<file path="src/rtl/id_issue_stage_pkg.sv">
// Shared constants and types for the decode/issue stage: ALU function codes,
// RV32I opcode/funct constants, operand-select enums and the decoder bundle.
package id_issue_stage_pkg;

    // ALU function codes consumed by EX
    localparam logic [3:0] ALU_ADD  = 4'd0;
    localparam logic [3:0] ALU_SUB  = 4'd1;
    localparam logic [3:0] ALU_SLL  = 4'd2;
    localparam logic [3:0] ALU_SLT  = 4'd3;
    localparam logic [3:0] ALU_SLTU = 4'd4;
    localparam logic [3:0] ALU_XOR  = 4'd5;
    localparam logic [3:0] ALU_SRL  = 4'd6;
    localparam logic [3:0] ALU_SRA  = 4'd7;
    localparam logic [3:0] ALU_OR   = 4'd8;
    localparam logic [3:0] ALU_AND  = 4'd9;
    localparam logic [3:0] ALU_JALR = 4'd10;
    localparam logic [3:0] ALU_X    = 4'd15;

    // Major opcodes
    localparam logic [6:0] OPC_OP     = 7'b0110011;
    localparam logic [6:0] OPC_OPIMM  = 7'b0010011;
    localparam logic [6:0] OPC_LUI    = 7'b0110111;
    localparam logic [6:0] OPC_AUIPC  = 7'b0010111;
    localparam logic [6:0] OPC_JAL    = 7'b1101111;
    localparam logic [6:0] OPC_JALR   = 7'b1100111;
    localparam logic [6:0] OPC_BRANCH = 7'b1100011;
    localparam logic [6:0] OPC_LOAD   = 7'b0000011;
    localparam logic [6:0] OPC_STORE  = 7'b0100011;

    // funct3 for OP/OP-IMM
    localparam logic [2:0] F3_ADD_SUB = 3'b000;
    localparam logic [2:0] F3_SLL     = 3'b001;
    localparam logic [2:0] F3_SLT     = 3'b010;
    localparam logic [2:0] F3_SLTU    = 3'b011;
    localparam logic [2:0] F3_XOR     = 3'b100;
    localparam logic [2:0] F3_SRL_SRA = 3'b101;
    localparam logic [2:0] F3_OR      = 3'b110;
    localparam logic [2:0] F3_AND     = 3'b111;

    // funct3 for BRANCH
    localparam logic [2:0] F3_BEQ  = 3'b000;
    localparam logic [2:0] F3_BNE  = 3'b001;
    localparam logic [2:0] F3_BLT  = 3'b100;
    localparam logic [2:0] F3_BGE  = 3'b101;
    localparam logic [2:0] F3_BLTU = 3'b110;
    localparam logic [2:0] F3_BGEU = 3'b111;

    // funct7 value selecting SUB / SRA / SRAI
    localparam logic [6:0] F7_ALT = 7'b0100000;

    typedef enum logic [1:0] {SRC1_RS1, SRC1_PC, SRC1_ZERO} src1_sel_e;
    typedef enum logic [1:0] {SRC2_RS2, SRC2_IMM, SRC2_FOUR, SRC2_ZERO} src2_sel_e;

    typedef struct packed {
        logic [3:0]  fn;
        src1_sel_e   src1_sel;
        src2_sel_e   src2_sel;
        logic [31:0] imm;
        logic        wb_en;
        logic        mem_ren;
        logic        mem_wen;
        logic        branch;
        logic        jump;
        logic        illegal;
        logic        uses_rs1;
        logic        uses_rs2;
    } dec_t;

    // Map funct3 (+ alternate bit, already qualified by the caller) to an ALU code
    function automatic logic [3:0] alu_fn_from_f3(input logic [2:0] f3, input logic alt);
        logic [3:0] fn;
        case (f3)
            F3_ADD_SUB: fn = alt ? ALU_SUB : ALU_ADD;
            F3_SLL:     fn = ALU_SLL;
            F3_SLT:     fn = ALU_SLT;
            F3_SLTU:    fn = ALU_SLTU;
            F3_XOR:     fn = ALU_XOR;
            F3_SRL_SRA: fn = alt ? ALU_SRA : ALU_SRL;
            F3_OR:      fn = ALU_OR;
            F3_AND:     fn = ALU_AND;
            default:    fn = ALU_X;
        endcase
        return fn;
    endfunction

endpackage

</file>
<file path="src/rtl/id_issue_stage_decoder.sv">
// Purely combinational RV32I decoder: function code, operand selects,
// immediate, control flags and which source registers are actually read.
module id_issue_stage_decoder
    import id_issue_stage_pkg::*;
(
    input  logic [31:0] i_inst,
    output dec_t        o_dec
);

    logic [6:0]  w_opcode;
    logic [2:0]  w_f3;
    logic [31:0] w_imm_i;
    logic [31:0] w_imm_s;
    logic [31:0] w_imm_u;
    dec_t        w_dec;

    assign w_opcode = i_inst[6:0];
    assign w_f3     = i_inst[14:12];
    assign w_imm_i  = {{20{i_inst[31]}}, i_inst[31:20]};
    assign w_imm_s  = {{20{i_inst[31]}}, i_inst[31:25], i_inst[11:7]};
    assign w_imm_u  = {i_inst[31:12], 12'h000};

    // Decode the opcode; anything unrecognised stays flagged illegal with no side effects
    always_comb begin
        w_dec          = '0;
        w_dec.fn       = ALU_X;
        w_dec.src1_sel = SRC1_ZERO;
        w_dec.src2_sel = SRC2_ZERO;
        w_dec.illegal  = 1'b1;
        case (w_opcode)
            OPC_OP: begin
                w_dec.fn       = alu_fn_from_f3(w_f3, i_inst[31:25] == F7_ALT);
                w_dec.src1_sel = SRC1_RS1;
                w_dec.src2_sel = SRC2_RS2;
                w_dec.wb_en    = 1'b1;
                w_dec.uses_rs1 = 1'b1;
                w_dec.uses_rs2 = 1'b1;
                w_dec.illegal  = 1'b0;
            end
            OPC_OPIMM: begin
                // funct7 only matters for the right shifts; SUB is never produced
                w_dec.fn       = alu_fn_from_f3(w_f3,
                                    (w_f3 == F3_SRL_SRA) && (i_inst[31:25] == F7_ALT));
                w_dec.src1_sel = SRC1_RS1;
                w_dec.src2_sel = SRC2_IMM;
                w_dec.imm      = w_imm_i;
                w_dec.wb_en    = 1'b1;
                w_dec.uses_rs1 = 1'b1;
                w_dec.illegal  = 1'b0;
            end
            OPC_LUI: begin
                w_dec.fn       = ALU_ADD;
                w_dec.src1_sel = SRC1_ZERO;
                w_dec.src2_sel = SRC2_IMM;
                w_dec.imm      = w_imm_u;
                w_dec.wb_en    = 1'b1;
                w_dec.illegal  = 1'b0;
            end
            OPC_AUIPC: begin
                w_dec.fn       = ALU_ADD;
                w_dec.src1_sel = SRC1_PC;
                w_dec.src2_sel = SRC2_IMM;
                w_dec.imm      = w_imm_u;
                w_dec.wb_en    = 1'b1;
                w_dec.illegal  = 1'b0;
            end
            OPC_JAL: begin
                // ALU computes the link value pc+4
                w_dec.fn       = ALU_ADD;
                w_dec.src1_sel = SRC1_PC;
                w_dec.src2_sel = SRC2_FOUR;
                w_dec.wb_en    = 1'b1;
                w_dec.jump     = 1'b1;
                w_dec.illegal  = 1'b0;
            end
            OPC_JALR: begin
                // ALU computes the target; EX builds the link from pc+4
                w_dec.fn       = ALU_JALR;
                w_dec.src1_sel = SRC1_RS1;
                w_dec.src2_sel = SRC2_IMM;
                w_dec.imm      = w_imm_i;
                w_dec.wb_en    = 1'b1;
                w_dec.jump     = 1'b1;
                w_dec.uses_rs1 = 1'b1;
                w_dec.illegal  = 1'b0;
            end
            OPC_BRANCH: begin
                case (w_f3)
                    F3_BEQ, F3_BNE:   w_dec.fn = ALU_SUB;
                    F3_BLT, F3_BGE:   w_dec.fn = ALU_SLT;
                    F3_BLTU, F3_BGEU: w_dec.fn = ALU_SLTU;
                    default:          w_dec.fn = ALU_X;
                endcase
                if (w_dec.fn != ALU_X) begin
                    w_dec.src1_sel = SRC1_RS1;
                    w_dec.src2_sel = SRC2_RS2;
                    w_dec.branch   = 1'b1;
                    w_dec.uses_rs1 = 1'b1;
                    w_dec.uses_rs2 = 1'b1;
                    w_dec.illegal  = 1'b0;
                end else begin
                    w_dec.illegal  = 1'b1;
                end
            end
            OPC_LOAD: begin
                w_dec.fn       = ALU_ADD;
                w_dec.src1_sel = SRC1_RS1;
                w_dec.src2_sel = SRC2_IMM;
                w_dec.imm      = w_imm_i;
                w_dec.mem_ren  = 1'b1;
                w_dec.wb_en    = 1'b1;
                w_dec.uses_rs1 = 1'b1;
                w_dec.illegal  = 1'b0;
            end
            OPC_STORE: begin
                w_dec.fn       = ALU_ADD;
                w_dec.src1_sel = SRC1_RS1;
                w_dec.src2_sel = SRC2_IMM;
                w_dec.imm      = w_imm_s;
                w_dec.mem_wen  = 1'b1;
                w_dec.uses_rs1 = 1'b1;
                w_dec.uses_rs2 = 1'b1;
                w_dec.illegal  = 1'b0;
            end
            default: begin
                w_dec.illegal  = 1'b1;
            end
        endcase
    end

    assign o_dec = w_dec;

endmodule

</file>
<file path="src/rtl/id_issue_stage.sv">
// Decode/issue stage: valid/ready intake from fetch, register-file read,
// operand selection, load-use interlock and a single output register toward EX.
module id_issue_stage
    import id_issue_stage_pkg::*;
#(
    parameter int DATA_LEN = 32,
    parameter int ADDR_LEN = 5
)(
    input  logic                clk,
    input  logic                rst,
    input  logic                flush,
    input  logic                in_valid,
    output logic                in_ready,
    input  logic [31:0]         in_inst,
    input  logic [DATA_LEN-1:0] in_pc,
    output logic [ADDR_LEN-1:0] rs1_addr,
    output logic [ADDR_LEN-1:0] rs2_addr,
    input  logic [DATA_LEN-1:0] rs1_data,
    input  logic [DATA_LEN-1:0] rs2_data,
    input  logic                ld_valid,
    input  logic [ADDR_LEN-1:0] ld_rd,
    output logic                out_valid,
    input  logic                out_ready,
    output logic [3:0]          out_alu_fn,
    output logic [DATA_LEN-1:0] out_src1,
    output logic [DATA_LEN-1:0] out_src2,
    output logic [DATA_LEN-1:0] out_rs2,
    output logic [DATA_LEN-1:0] out_pc,
    output logic [ADDR_LEN-1:0] out_rd,
    output logic [2:0]          out_funct3,
    output logic                out_wb_en,
    output logic                out_mem_ren,
    output logic                out_mem_wen,
    output logic                out_branch,
    output logic                out_jump,
    output logic                out_illegal
);

    dec_t                w_dec;
    logic                w_adv;
    logic                w_hazard;
    logic [ADDR_LEN-1:0] w_rd;
    logic [DATA_LEN-1:0] w_rs1_val;
    logic [DATA_LEN-1:0] w_rs2_val;
    logic [DATA_LEN-1:0] w_imm;
    logic [DATA_LEN-1:0] w_src1;
    logic [DATA_LEN-1:0] w_src2;

    logic                r_out_valid;
    logic [3:0]          r_alu_fn;
    logic [DATA_LEN-1:0] r_src1;
    logic [DATA_LEN-1:0] r_src2;
    logic [DATA_LEN-1:0] r_rs2;
    logic [DATA_LEN-1:0] r_pc;
    logic [ADDR_LEN-1:0] r_rd;
    logic [2:0]          r_funct3;
    logic                r_wb_en;
    logic                r_mem_ren;
    logic                r_mem_wen;
    logic                r_branch;
    logic                r_jump;
    logic                r_illegal;

    id_issue_stage_decoder u_dec (
        .i_inst (in_inst),
        .o_dec  (w_dec)
    );

    assign rs1_addr = in_inst[19:15];
    assign rs2_addr = in_inst[24:20];
    assign w_rd     = in_inst[11:7];

    // x0 always reads as zero; nothing is forwarded here
    assign w_rs1_val = (rs1_addr == {ADDR_LEN{1'b0}}) ? {DATA_LEN{1'b0}} : rs1_data;
    assign w_rs2_val = (rs2_addr == {ADDR_LEN{1'b0}}) ? {DATA_LEN{1'b0}} : rs2_data;
    assign w_imm     = DATA_LEN'(signed'(w_dec.imm));

    assign w_adv    = !r_out_valid || out_ready;
    assign w_hazard = in_valid && ld_valid && (ld_rd != {ADDR_LEN{1'b0}}) &&
                      ((w_dec.uses_rs1 && (rs1_addr == ld_rd)) ||
                       (w_dec.uses_rs2 && (rs2_addr == ld_rd)));
    assign in_ready = w_adv && !w_hazard && !flush;

    // Operand muxes driven by the decoder's select codes
    always_comb begin
        w_src1 = {DATA_LEN{1'b0}};
        w_src2 = {DATA_LEN{1'b0}};
        case (w_dec.src1_sel)
            SRC1_RS1:  w_src1 = w_rs1_val;
            SRC1_PC:   w_src1 = in_pc;
            SRC1_ZERO: w_src1 = {DATA_LEN{1'b0}};
            default:   w_src1 = {DATA_LEN{1'b0}};
        endcase
        case (w_dec.src2_sel)
            SRC2_RS2:  w_src2 = w_rs2_val;
            SRC2_IMM:  w_src2 = w_imm;
            SRC2_FOUR: w_src2 = {{(DATA_LEN-3){1'b0}}, 3'd4};
            SRC2_ZERO: w_src2 = {DATA_LEN{1'b0}};
            default:   w_src2 = {DATA_LEN{1'b0}};
        endcase
    end

    // Output register: reset > flush > bubble on hazard > capture > drain > hold
    always_ff @(posedge clk) begin
        if (rst) begin
            r_out_valid <= 1'b0;
            r_alu_fn    <= 4'd0;
            r_src1      <= {DATA_LEN{1'b0}};
            r_src2      <= {DATA_LEN{1'b0}};
            r_rs2       <= {DATA_LEN{1'b0}};
            r_pc        <= {DATA_LEN{1'b0}};
            r_rd        <= {ADDR_LEN{1'b0}};
            r_funct3    <= 3'd0;
            r_wb_en     <= 1'b0;
            r_mem_ren   <= 1'b0;
            r_mem_wen   <= 1'b0;
            r_branch    <= 1'b0;
            r_jump      <= 1'b0;
            r_illegal   <= 1'b0;
        end else if (flush) begin
            r_out_valid <= 1'b0;
        end else if (w_adv && w_hazard) begin
            r_out_valid <= 1'b0;
        end else if (w_adv && in_valid) begin
            r_out_valid <= 1'b1;
            r_alu_fn    <= w_dec.fn;
            r_src1      <= w_src1;
            r_src2      <= w_src2;
            r_rs2       <= w_rs2_val;
            r_pc        <= in_pc;
            r_rd        <= w_rd;
            r_funct3    <= in_inst[14:12];
            r_wb_en     <= w_dec.wb_en && (w_rd != {ADDR_LEN{1'b0}});
            r_mem_ren   <= w_dec.mem_ren;
            r_mem_wen   <= w_dec.mem_wen;
            r_branch    <= w_dec.branch;
            r_jump      <= w_dec.jump;
            r_illegal   <= w_dec.illegal;
        end else if (w_adv) begin
            r_out_valid <= 1'b0;
        end else begin
            r_out_valid <= r_out_valid;
        end
    end

    assign out_valid   = r_out_valid;
    assign out_alu_fn  = r_alu_fn;
    assign out_src1    = r_src1;
    assign out_src2    = r_src2;
    assign out_rs2     = r_rs2;
    assign out_pc      = r_pc;
    assign out_rd      = r_rd;
    assign out_funct3  = r_funct3;
    assign out_wb_en   = r_wb_en;
    assign out_mem_ren = r_mem_ren;
    assign out_mem_wen = r_mem_wen;
    assign out_branch  = r_branch;
    assign out_jump    = r_jump;
    assign out_illegal = r_illegal;

endmodule

</file>
<file path="config.mk">
export PLATFORM = sky130hd
export DESIGN_NAME = id_issue_stage
export DESIGN_NICKNAME = d
export VERILOG_FILES = /design/src/rtl/id_issue_stage_pkg.sv /design/src/rtl/id_issue_stage_decoder.sv /design/src/rtl/id_issue_stage.sv
export SDC_FILE = /design/constraint.sdc
export NUM_CORES = 1
export LEC_CHECK = 0
export CORE_MARGIN = 8
export CORE_UTILIZATION = 49
export CTS_BUF_LIST = sky130_fd_sc_hd__clkbuf_8
export CTS_CLUSTER_DIAMETER = 60
export DETAILED_ROUTE_END_ITERATION = 6
export HOLD_SLACK_MARGIN = 0.1
export PLACE_DENSITY = 0.88
export SLEW_MARGIN = 10
export SYNTH_ARGS = -nofsm -noshare
export SYNTH_HDL_FRONTEND = slang
export SYNTH_HIERARCHICAL = 1
export SYNTH_SLANG_ARGS = --single-unit
</file>
<file path="constraint.sdc">
create_clock -name clk -period 6.9 [get_ports clk]
set_input_delay 1.38 -clock clk [delete_from_list [all_inputs] [get_ports clk]]
set_output_delay 1.38 -clock clk [all_outputs]
set_load 0.005 [all_outputs]
</file>
### Yosys cells after proc, flatten, opt, wreduce, memory -nomap -nowiden

Cells that the tools add are included.

| storage, ports and cells | value |
|---|---|
| flip-flop bits (word level) | 147 |
| bits in latches | 0 |
| memory bits (writable) | 0 |
| ROM bits | 0 |
| input bits | 139 |
| word-level logic and storage cells | 105 |
| memories kept | 0 |

| operators by class | value |
|---|---|
| $add $sub $neg | 0 |
| $mul | 0 |
| div/mod/pow operators | 0 |
| $lt $le $gt $ge | 0 |
| eq/ne operators | 24 |
| shift-type cells | 0 |
| multiplexer cells | 28 |
| bitwise logic cells | 2 |
| reductions and logical operators | 37 |

Operator list:

| cell | count |
|---|---|
| one-hot mux 32 bit (4 select lines) | 1 |
| one-hot mux 32 bit (3 select lines) | 1 |
| 2-to-1 mux 32 bit | 2 |
| one-hot mux 32 bit (2 select lines) | 1 |
| one-hot mux 4 bit (8 select lines) | 2 |
| one-hot mux 8 bit (8 select lines) | 1 |
| == test 7 x 6 -> 1 bit (second input constant) | 4 |
| == test 7 bit (second input constant) | 3 |
| == test 7 x 5 -> 1 bit (second input constant) | 2 |
| OR reduction 2 bit | 7 |
| 2-to-1 mux 1 bit | 13 |
| == test 3 bit (second input constant) | 4 |
| one-hot mux 4 bit (3 select lines) | 1 |
| logical AND 1 bit | 11 |
| == test 5 bit | 2 |
| logical NOT 5 bit | 2 |
| nonzero test 5 bit | 2 |
| 2-to-1 mux 4 bit | 2 |
| OR reduction 8 bit | 1 |
| == test 7 x 2 -> 1 bit (second input constant) | 1 |
| OR reduction 7 bit | 1 |
| == test 3 x 2 -> 1 bit (second input constant) | 2 |
| one-hot mux 1 bit (2 select lines) | 3 |
| OR reduction 3 bit | 2 |
| other kinds (13) | 20 |

### Longest topological paths before layout

| logic depth | value |
|---|---|
| word-level depth | 13 |
| gate-level depth with buffers | 12 |
| depth with buffers taken out | 8 |

### Modules after synthesis

The synthesis kept the hierarchy.

By module, submodules not included:

| module | instances | cells an instance | area each (um^2) |
|---|---|---|---|
| id_issue_stage | 1 | 791 | 6966.7 |
| id_issue_stage_decoder | 1 | 115 | 842.1 |

### Worst setup path before layout

OpenSTA, ideal clock, no wires.

| timing path | value |
|---|---|
| kind | input port to output port |
| start point | input port in_inst[13] |
| end point | output port in_ready |
| arrival time | 2.970 ns |
| data required time | 5.520 ns |
| slack | 2.550 ns |
| stages | 9 |
| path through | buf_2 > nor2b_1 > o21ai_0 > and3_1 > and2_0 > a32oi_1 > o21ai_1 > buf_2 > inv_1 |

RTL lines:

| item | RTL line | text |
|---|---|---|
| from (decl) | id_issue_stage.sv:14 | `input logic [31:0] in_inst,` |
| to (decl) | id_issue_stage.sv:13 | `output logic in_ready,` |

==> flow_summary.toml <==
[clock_tree]
cts_sinks = 147
clock_latency_ns = 0.45
postCtsResizedCells = 0
ctsHtreeMaxLevel = 4
cts_tree = "built"
ctsLongestPathBuffers = 2
postCtsSetupRepairBufs = 0
clk_transition_reported_paths_ns = 0.08
postCtsHoldBufs = 0
cts-buffers-inserted = 17
clock_tree.root_cell = "sky130_fd_sc_hd__clkbuf_8"

[grt]
grt_pass1_wl_mm = 42.00
grt_overflow = 0
first_global_vias = 7580
all_layer_global_routing_usage = 0.2667
grt_start_max_net_pins = 88
grt_antenna_before_repair = 0

[setup_path]
cp_num_cells = 10
reg2reg_from = "out_valid$_SDFFE_PP0P_"
worstSetupStartpointType = "input pin"
cp_slowest_stage_delay_ns = 0.70
crit_path_top_delay_cell = "sky130_fd_sc_hd__clkdlybuf4s50_1"
timing.critical_path.to_type = "output pin"
timing.critical_path.max_delay_family = "buffers and inverters"
cp_num_buf_inv = 4
path_class = "in2out"
ff2ff_path_depth = 5
cp_common_cell = "sky130_fd_sc_hd__clkdlybuf4s50_1"
arrival_ns = 4.58
critical_path_peak_fanout = 33
cp_data_required_time_ns = 5.52
cp_cell_sequence = "clkdlybuf4s50_1 -> nor2b_1 -> o21ai_0 -> and3_1 -> and2_0 -> a32oi_1 -> o21ai_4 -> buf_4 -> inv_1 -> clkdlybuf4s50_1"
crit_path_start = "in_inst[13]"

[timing]
setup_tns_ns = 0
min_period_ns = 5.962
final.setup_skew_ns = 0.01423
finalMaxSlewViolations = 0
achievable_frequency_ghz = 0.1677
grt_setup_unrepaired = "no"
final_critical_path_setup_slack_ns = 0.9376
hold_viol = 0
relSlewSlack = 0.2201
period_share = 0.8641
setup_viol_count_final = 0
tightestPinTransition_ns = 1.161

[die]
fp.dieH_um = 142.2
fp-row-count = 46
start_util = 0.4970
ios = 297
chipWidth_um = 142.2
core_area_um2 = 15710
dieArea_um2 = 20230

[place]
number_of_buffer_cells_added_on_primary_ports = 296
globalplace.congestion = 0.8911
placed_cells = 1342
dp_worst_setup_slack_ns = 1.011
hpwlAfterDp_mm = 20.52

[final_layout]
fin_cells = 1374
share_of_cells_above_drive_strength_1 = 0.07945
syn2layout_area_growth_pct = 41.55
nets = 1284
layout.filler_cells = 1258
antenna_cells = 0

[yosys]
synth_cells = 906
ys_ff_latch = 147
yosysSeqAreaShare = 0.3769
synth_ff_type = "sky130_fd_sc_hd__dfxtp_1"
syn_avg_cell_area_um2 = 8.619
post_synth_instance_area_um2 = 7809
yosys_warnings = 6
synth_edf_count = 0
postSynth.asyncResetShare = 0
synth.lib_cells_used.distinct = 60
mappedNetlistNets = 1045

[detailed_routing]
drt-wirelength-per-cell_um = 20.13
detail-route-antenna-nets = 0
wl_mm = 27.66
drt_pre_antenna_iters = 5
drt_first_iter_violations = 470
drcViolationCount = 0
vias_per_cell = 5.566
vias = 7647

[worst_hold_path]
hold_depth = 2
holdCritPathClass = "reg2reg"
hold_path_startpoint = "out_rd[0]$_SDFFE_PP0P_"

[flow_run]
max_cap_violations = 0

[pwr]
p_leak_nw = 4.276
p_total_w = 0.001942
power_density_nw_per_um2 = 175.7
vdd.ir_drop.worst_mv = 0.1105

[run_status]
run_status = "finished clean"
## worst paths after layout
kind	end	slack [ns]
setup reg to reg	out_pc[14]$_SDFFE_PP0P_	4.65
hold reg to reg	out_rd[0]$_SDFFE_PP0P_	0.46
hold / removal	out_rd[0]$_SDFFE_PP0P_	0.46
setup / recovery	in_ready	0.94
## flip-flops by register name, indices dropped and copies added, names as in the netlist
signal	cells
out_pc	32
out_rs2	32
out_src1	32
out_src2	32
out_rd	5
out_alu_fn	4
out_funct3	3
out_branch	1
out_illegal	1
out_jump	1
out_mem_ren	1
out_mem_wen	1
out_valid	1
out_wb_en	1
## tightest hold or removal path: cells and delay by family (launching register included)
kind,cells,cell delay [ns]
AND/OR/NAND/NOR,1,0.05
multiplexers,1,0.05
flip-flops,1,0.31
## through the flow
stage | hold slack [ns] | area, um2 | util
2_1_floorplan | 0.4511 | 7809 | -
3_3_place_gp | 0.4415 | 10630 | 0.6767
3_5_place_dp | 0.4470 | 10630 | 0.6767
4_1_cts | 0.4595 | 11050 | 0.7035
5_1_grt | 0.4719 | 11050 | 0.7035
6_report | 0.4574 | 11050 | 0.7035
## cells in the mapped netlist (all sizes together) (3+ instances only)
master / n / share of area
a21o: 20 / 0.019
a21oi: 9 / 0.0062
a22o: 5 / 0.0056
a22oi: 32 / 0.031
and3: 8 / 0.0070
buf: 40 / 0.048
clkbuf: 48 / 0.023
dfxtp: 147 / 0.38
inv: 37 / 0.018
mux2i: 115 / 0.15
nand2: 264 / 0.13
nand2b: 4 / 0.0032
nand3: 3 / 0.0019
nor2: 8 / 0.0038
nor2b: 5 / 0.0040
nor3b: 3 / 0.0029
nor4: 6 / 0.0067
o211ai: 3 / 0.0035
o21ai: 70 / 0.045
o32ai: 33 / 0.066
or3: 3 / 0.0024
or4: 5 / 0.0048
xor2: 8 / 0.0090
## kinds of logic after synthesis
group / count (synthesis) / share of synthesized area
AO/OA/AOI/OAI: 189 / 0.1948
XOR/XNOR: 10 / 0.01122
buffers and inverters: 125 / 0.08845
flip-flops: 147 / 0.3769
multiplexers: 115 / 0.1474
AND/OR/NAND/NOR: 320 / 0.1812
## per-layer routing
layer | up-vias | global-route usage | share of wire
li1 | 3596 | - | -
met2 | 364 | 0.4521 | 0.48
met3 | 64 | 0.09192 | 0.10
met5 | - | 0 | 0
met1 | 3623 | 0.2977 | 0.38
met4 | 0 | 0.1159 | 0.035
## where the power goes
part | switching (W) | internal [W] | total, W
combinational | 0.000160 | 0.000179 | 0.000338
clock | 0.000342 | 0.000376 | 0.000718
sequential | 0.0000125 | 0.000873 | 0.000886
## final cells by class
type | instances | area, um2 | share of cell area
flip-flops and latches | 147 | 2943 | 0.2662
clock buffers | 19 | 261.5 | 0.02366
multi-input cells | 634 | 4218 | 0.3816
clock inverters | 13 | 158.9 | 0.01438
inverters | 37 | 141.4 | 0.01279
repair buffers | 308 | 3060 | 0.2769
well taps | 216 | 270.3 | 0.02445
## cells in the final DEF, fill, tap and decap left out, types with 7 or more instances in the layout
cell type / Yosys / final
sky130_fd_sc_hd__clkbuf_8: 0 / 19
sky130_fd_sc_hd__nor2_1: 8 / 7
sky130_fd_sc_hd__xor2_1: 8 / 8
sky130_fd_sc_hd__o32ai_2: 30 / 30
sky130_fd_sc_hd__nand2_1: 263 / 263
sky130_fd_sc_hd__and3_1: 7 / 7
sky130_fd_sc_hd__mux2i_1: 115 / 115
sky130_fd_sc_hd__a21o_1: 20 / 20
sky130_fd_sc_hd__buf_4: 12 / 11
sky130_fd_sc_hd__a22oi_1: 32 / 32
sky130_fd_sc_hd__clkdlybuf4s50_1: 0 / 295
sky130_fd_sc_hd__o21ai_0: 66 / 66
sky130_fd_sc_hd__inv_1: 37 / 38
sky130_fd_sc_hd__a21oi_1: 8 / 8
sky130_fd_sc_hd__dfxtp_1: 147 / 147
Power figures use the tool's default switching activity.
